## config.mk

```make
export PLATFORM = sky130hd
export DESIGN_NAME = gshare_predictor
export DESIGN_NICKNAME = d
export VERILOG_FILES = /design/src/rtl/bp_pkg.sv /design/src/rtl/gshare_pht.sv /design/src/rtl/gshare_predictor.sv
export SDC_FILE = /design/constraint.sdc
export NUM_CORES = 1
export LEC_CHECK = 0
export CORE_MARGIN = 5
export CORE_UTILIZATION = 30
export DETAILED_ROUTE_END_ITERATION = 7
export GPL_ROUTABILITY_DRIVEN = 0
export GPL_TIMING_DRIVEN = 0
export PLACE_DENSITY = 0.51
export SYNTH_ARGS = -nofsm -noshare
export SYNTH_HDL_FRONTEND = slang
export SYNTH_SLANG_ARGS = --single-unit
```

## constraint.sdc

```tcl
create_clock -name clk -period 5.6 [get_ports clk]
set_input_delay 1.12 -clock clk [delete_from_list [all_inputs] [get_ports clk]]
set_output_delay 1.12 -clock clk [all_outputs]
set_load 0.02 [all_outputs]
```

## src/rtl/bp_pkg.sv

```systemverilog
// Shared definitions for the branch predictors: RV32I control-transfer opcodes
// and the 2-bit saturating counter type.
package bp_pkg;

  localparam int ADDR_W = 8;

  localparam logic [6:0] OP_BRANCH = 7'b1100011;
  localparam logic [6:0] OP_JALR   = 7'b1100111;
  localparam logic [6:0] OP_JAL    = 7'b1101111;

  typedef logic [1:0] ctr2_t;

  localparam ctr2_t CTR_SNT = 2'b00;
  localparam ctr2_t CTR_WNT = 2'b01;
  localparam ctr2_t CTR_ST  = 2'b11;

endpackage

```

## src/rtl/gshare_pht.sv

```systemverilog
// Pattern history table: 2-bit saturating counters, one asynchronous read port
// and one synchronous saturating-update write port.
module gshare_pht import bp_pkg::*; #(
  parameter int IDX_W = 8,
  parameter int DEPTH = 256
) (
  input  logic             clk,
  input  logic             rst,
  input  logic [IDX_W-1:0] rd_idx,
  output ctr2_t            rd_ctr,
  input  logic             wr_en,
  input  logic [IDX_W-1:0] wr_idx,
  input  logic             wr_taken
);

  ctr2_t pht [DEPTH];

  function automatic ctr2_t sat_update(input ctr2_t c, input logic taken);
    ctr2_t r;
    r = c;
    if (taken) begin
      if (c != CTR_ST) r = c + 2'd1;
    end else begin
      if (c != CTR_SNT) r = c - 2'd1;
    end
    return r;
  endfunction

  assign rd_ctr = pht[rd_idx];

  always_ff @(posedge clk) begin
    if (rst) begin
      for (int i = 0; i < DEPTH; i++) pht[i] <= CTR_WNT;
    end else if (wr_en) begin
      pht[wr_idx] <= sat_update(pht[wr_idx], wr_taken);
    end
  end

endmodule

```

## src/rtl/gshare_predictor.sv

```systemverilog
// Gshare direction predictor: global history XOR PC indexes the PHT; JAL/JALR
// always predicted taken, only resolved BRANCH opcodes train the table.
module gshare_predictor #(
  parameter int ADDR_W    = 8,
  parameter int GHR_W     = 8,
  parameter int PHT_DEPTH = 256
) (
  input  logic              clk,
  input  logic              rst,
  input  logic              start,
  input  logic [ADDR_W-1:0] branch_address,
  input  logic              update,
  input  logic [ADDR_W-1:0] update_address,
  input  logic              branch_taken,
  input  logic [6:0]        opcode,
  output logic              prediction
);
  import bp_pkg::*;

  logic [GHR_W-1:0]  ghr;
  logic [ADDR_W-1:0] rd_idx;
  logic [ADDR_W-1:0] wr_idx;
  logic              is_branch;
  logic              is_jump;
  logic              train;
  ctr2_t             rd_ctr;

  assign is_branch = (opcode == OP_BRANCH);
  assign is_jump   = (opcode == OP_JAL) || (opcode == OP_JALR);
  assign train     = update && is_branch;

  // GHR_W equals ADDR_W, so the XOR is a plain bitwise fold with no carry.
  assign rd_idx = branch_address ^ ghr;
  assign wr_idx = update_address ^ ghr;

  always_comb begin
    prediction = 1'b0;
    if (start) begin
      if (is_jump)        prediction = 1'b1;
      else if (is_branch) prediction = rd_ctr[1];
    end
  end

  always_ff @(posedge clk) begin
    if (rst)        ghr <= '0;
    else if (train) ghr <= {ghr[GHR_W-2:0], branch_taken};
  end

  gshare_pht #(
    .IDX_W (ADDR_W),
    .DEPTH (PHT_DEPTH)
  ) u_pht (
    .clk      (clk),
    .rst      (rst),
    .rd_idx   (rd_idx),
    .rd_ctr   (rd_ctr),
    .wr_en    (train),
    .wr_idx   (wr_idx),
    .wr_taken (branch_taken)
  );

endmodule

```

* Yosys cells after proc, flatten, opt, wreduce, memory -nomap -nowiden
Memories as Yosys holds them, arrays and structs flattened. Cells that the tools add are included. Widths: inputs -> output; s select.
Storage, ports and cells: RAM bits 512, memories 1, ROM bits 0, output and inout port bits 1, bits in latches 0, flip-flop bits (word level) 8, logic and storage cells 30
Operators by class: reduce and logical (&&, ||, !) cells 4, $lt $le $gt $ge 0, add/sub/neg operators 2, multiplexer cells 16, bitwise operators 2, div/mod/pow operators 0, multiply operators 0, shift-type cells 0, equal/unequal tests 4
Memories:
- u_pht.pht | words 256, width 2, rd ports 2, clocked after memory_dff 0, write ports 256, RTL line gshare_pht.sv:16 | ctr2_t pht [DEPTH];
Operator list (count):
- $eq 7x7->1 const B | 3
- $xor 8x8->8 | 2
- $mux 2 | 6
- $mux 1 | 9
- $mux 8 | 1
- $add 2x1->2 const B | 1
- $ne 2x2->1 const B | 1
- $reduce_bool 2->1 | 1
- $reduce_or 2->1 | 1
- $sub 2x1->2 const B | 1
- $logic_and 1x1->1 | 1
- $logic_or 1x1->1 | 1

* Logic depth before layout (Yosys ltp)
An unclocked memory read counts as a cell.
word-level depth 8, gate-level depth with buffers 15

* Cells and area by module
A second synthesis with hierarchy kept.
Second synthesis, totals: cells, all modules 2375, area total of the unflattened synthesis 30307.8 um^2
Modules (own cells, without submodules):
- gshare_pht | cells each 2326, instances 1, area an instance 29794.8 um^2
- gshare_predictor | cells each 49, instances 1, area an instance 513.0 um^2

* Worst setup path before layout
Ideal clock, no wire load.
kind input port to output port, start point input branch_address[0], end point output prediction, setup slack 0.717 ns, stages on the path 7, data required time 4.480 ns, arrival time 3.763 ns, path through xnor2_1 -> clkbuf_1 -> mux4_2 -> mux4_2 -> a221oi_1 -> a2111oi_0 -> o211a_1
On the way: word-level cells in the longest chain between the ends 5
RTL lines:
- start, declared | RTL line gshare_predictor.sv:11 | input logic [ADDR_W-1:0] branch_address,
- $xor 8x8->8 | RTL line gshare_predictor.sv:33 | assign rd_idx = branch_address ^ ghr;
- $mem_v2 256x2
- $mux 1 | RTL line gshare_predictor.sv:40 | else if (is_branch) prediction = rd_ctr[1];
- $mux 1 | RTL line gshare_predictor.sv:39 | if (is_jump) prediction = 1'b1;
- $mux 1 | RTL line gshare_predictor.sv:38 | if (start) begin
- end, declared | RTL line gshare_predictor.sv:16 | output logic prediction
Every way passes these cells.

==> results.cfg <==
[cells_and_area]
nFillCells = 8922
nets = 2271
final_area_um2 = 32300
seq_area_um2 = 15500
areaGrowthSynthToFinish_pct = 16.4
drive_gt1_share_pct = 21.1
multiInputGateArea_um2 = 11400
stdcell_count = 3535

[logic_synthesis]
async_reset_ff_share_pct = 0
synth_area_leaders = edfxtp_1 55%, mux4_2 17%, a21o_1 6.2%
yosysSeqAreaShare_pct = 55.9
ys_seq_elements = 520
synth.avg_cell_area_um2 = 13.1
yosysWarningCount = 0
syn-num-nets = 2155
synthTopCellsByCount = 512 x edfxtp_1, 269 x nand3_1, 241 x nor3_1
syn_inst = 2127
synth_edf_count = 512
synth_top_area_share_pct = 55.4
synth_cell_types = 48
syn_area_um2 = 27800
synth.most_common_cell = edfxtp_1
synth_top_cell_by_area = edfxtp_1
synth_flop_cell = edfxtp_1

[floorplan]
rows = 111
io_pins = 29
die_area_um2 = 98800
die_w_um = 314
core_area_um2 = 91800
die_h_um = 314
initial_core_util_pct = 30.3

[grt]
grt_pass1_vias = 22332
grt_pass1_wl_mm = 193
grt_overflow = 0
grt_max_degree = 15
antenna_found_initial = 5
grt.total_usage_pct = 28.8

[setup_path]
crit_type = in -> reg
worst-path-max-fanout = 10
worstPathRequired_ns = 5.93
critPathLaunchType = input pin
reg2reg_depth = 14
end_kind = flip-flop
crit_arrival_ns = 6.14

[detailed_routing]
drcViolationCount = 41
wl_mm = 147
viasPerCell = 6.78
drt_first_pass_iters = 8
wire_per_inst_um = 41.7
dr_total_vias = 23959
ant_nets = 0
drt_iter0_markers = 4952

[timing]
clock_skew_ns = 0.0213
post-route-period-util_pct = 104
period_minus_slack_ns = 5.82
hold_viol_final = 0
slew_headroom_pct = -14.3
drv_slew = 165
worstMarginPinSlew_ns = 1.71
max_clock_freq_ghz = 0.172
fin_tns_setup_ns = -20.36
setup_viol = 290
fin_ws_ns = -0.217
timing.hold.ws_ns = 0.596
rsz0062_at_grt = false

[clocking]
cts_tree = built
h-tree-depth = 2
cts_sinks = 520
cts.path.max_buffers = 3
cts_buffers = 59
path_clk_slew_ns = 0.06
clk_latency_ns = 0.65
cts_root_buf = clkbuf_16

[flow_run]
maxCapViolations = 17

[placement]
place_inst = 3414
placed_cell_area_um2 = 30000
io_buffers = 28
hpwl_mm = 101
dp_slack_ns = -2.37

[pwr]
max-vdd-ir-drop_uv = 252
p_per_area_nw_per_um2 = 293
p_leak_nw = 10.3

[hold_path]
worstHoldPathCells = 2
hp-class = reg -> reg

[run_status]
status = finished, violations left
violations = design-rule violations, max-capacitance violations, max-slew violations, negative setup slack
-- logic make-up after synthesis --
| group | after synthesis | synth area share (%) |
|---|---|---|
| buffers and inverters | 271 | 4.09 |
| multiplexers | 232 | 17.6 |
| XOR/XNOR | 26 | 0.901 |
| adder cells (fa/ha/maj) | 2 | 0.0766 |
| AO/OA/AOI/OAI | 292 | 7.94 |
| flip-flops | 520 | 55.9 |
| AND/OR/NAND/NOR | 784 | 13.5 |
-- cell usage in the layout, fill, tap and decap left out, types with 4 or more instances in the layout --
cell             count
a21o_1             231
a21oi_1              5
a22oi_1             12
a41oi_1             16
and2_1               7
buf_12               7
buf_2               58
buf_4               27
buf_6                7
buf_8               10
clkbuf_1           145
clkbuf_16           63
clkbuf_2            38
clkbuf_4             6
clkbuf_8             4
clkdlybuf4s50_1     23
clkinv_1            18
clkinv_2            12
dfxtp_1              8
edfxtp_1           512
mux2_2               4
mux2i_1             22
mux4_2             205
nand2_1            141
nand2b_1            26
nand3_1            269
nor2_1              73
nor3_1             231
nor3_2               9
nor4_1              13
o22ai_1              8
xnor2_1              8
xnor2_2              4
xor2_1               7
xor2_4               6
-- stage by stage --
step	util, %	power (mW)
CTS	35.2	9.36
finish	35.2	9.48
detailed placement	32.6	5.67
global placement	32.3	5.65
floorplan	-	5.12
global route	35.2	9.58
-- worst max-delay path, cell delays in order --
cell and delay (ns):
clkdlybuf4s50_1 0.57, xor2_1 0.52, clkbuf_4 0.44, nor2_1 0.29, clkbuf_2 0.47, a22oi_1 0.27, a21oi_1 0.31, nor4_2 0.44
nand3_1 0.16, a221oi_2 0.27, maj3_2 0.30, buf_2 0.42, buf_2 0.39, nand3_1 0.13
-- repair_timing --
action	4_1_cts	5_1_grt
hold buffers	0	0
setup endpoints to repair	823	397
resized for setup	108	20
gates cloned	0	0
pin swaps	5	0
setup buffers	13	0
-- sequential cells by signal, summed over array words and instances (netlist names) --
name / cells
ghr: 8
u_pht.pht: 512
-- power breakdown --
| group | switching [mW] | total (mW) | leakage, nW | internal (mW) |
|---|---|---|---|---|
| clock network | 1.70 | 3.75 | 0.865 | 2.05 |
| registers | 0.0374 | 4.37 | 4.50 | 4.33 |
| logic | 0.975 | 1.37 | 4.94 | 0.392 |
-- metal layers --
layer,track usage [%],part of all wire (%)
met1,35.9,34
met5,0.198,0.090
met2,38.9,39
met4,19.5,9.2
met3,14.1,18
-- worst paths after layout --
path	from	end	slack, ns
min reg2reg	ghr[7]$_SDFFE_PP0P_	ghr[7]$_SDFFE_PP0P_	0.60
min	ghr[7]$_SDFFE_PP0P_	ghr[7]$_SDFFE_PP0P_	0.60
max reg2reg	ghr[3]$_SDFFE_PP0P_	u_pht.pht[203][0]$_SDFFCE_PN1P_	0.32
max	update_address[3]	u_pht.pht[203][0]$_SDFFCE_PN1P_	-0.22
-- layout make-up --
type	instances	share of cell area [%]
clock inverter	35	0.724
tap	1243	4.81
antenna	3	0.0232
inverter	1	0.0116
sequential	520	48.1
multi-input combinational	1336	35.2
buffer	268	4.39
timing repair buffer	57	2.10
clock buffer	72	4.72
Note: power is estimated with default switching activity, not from simulation.
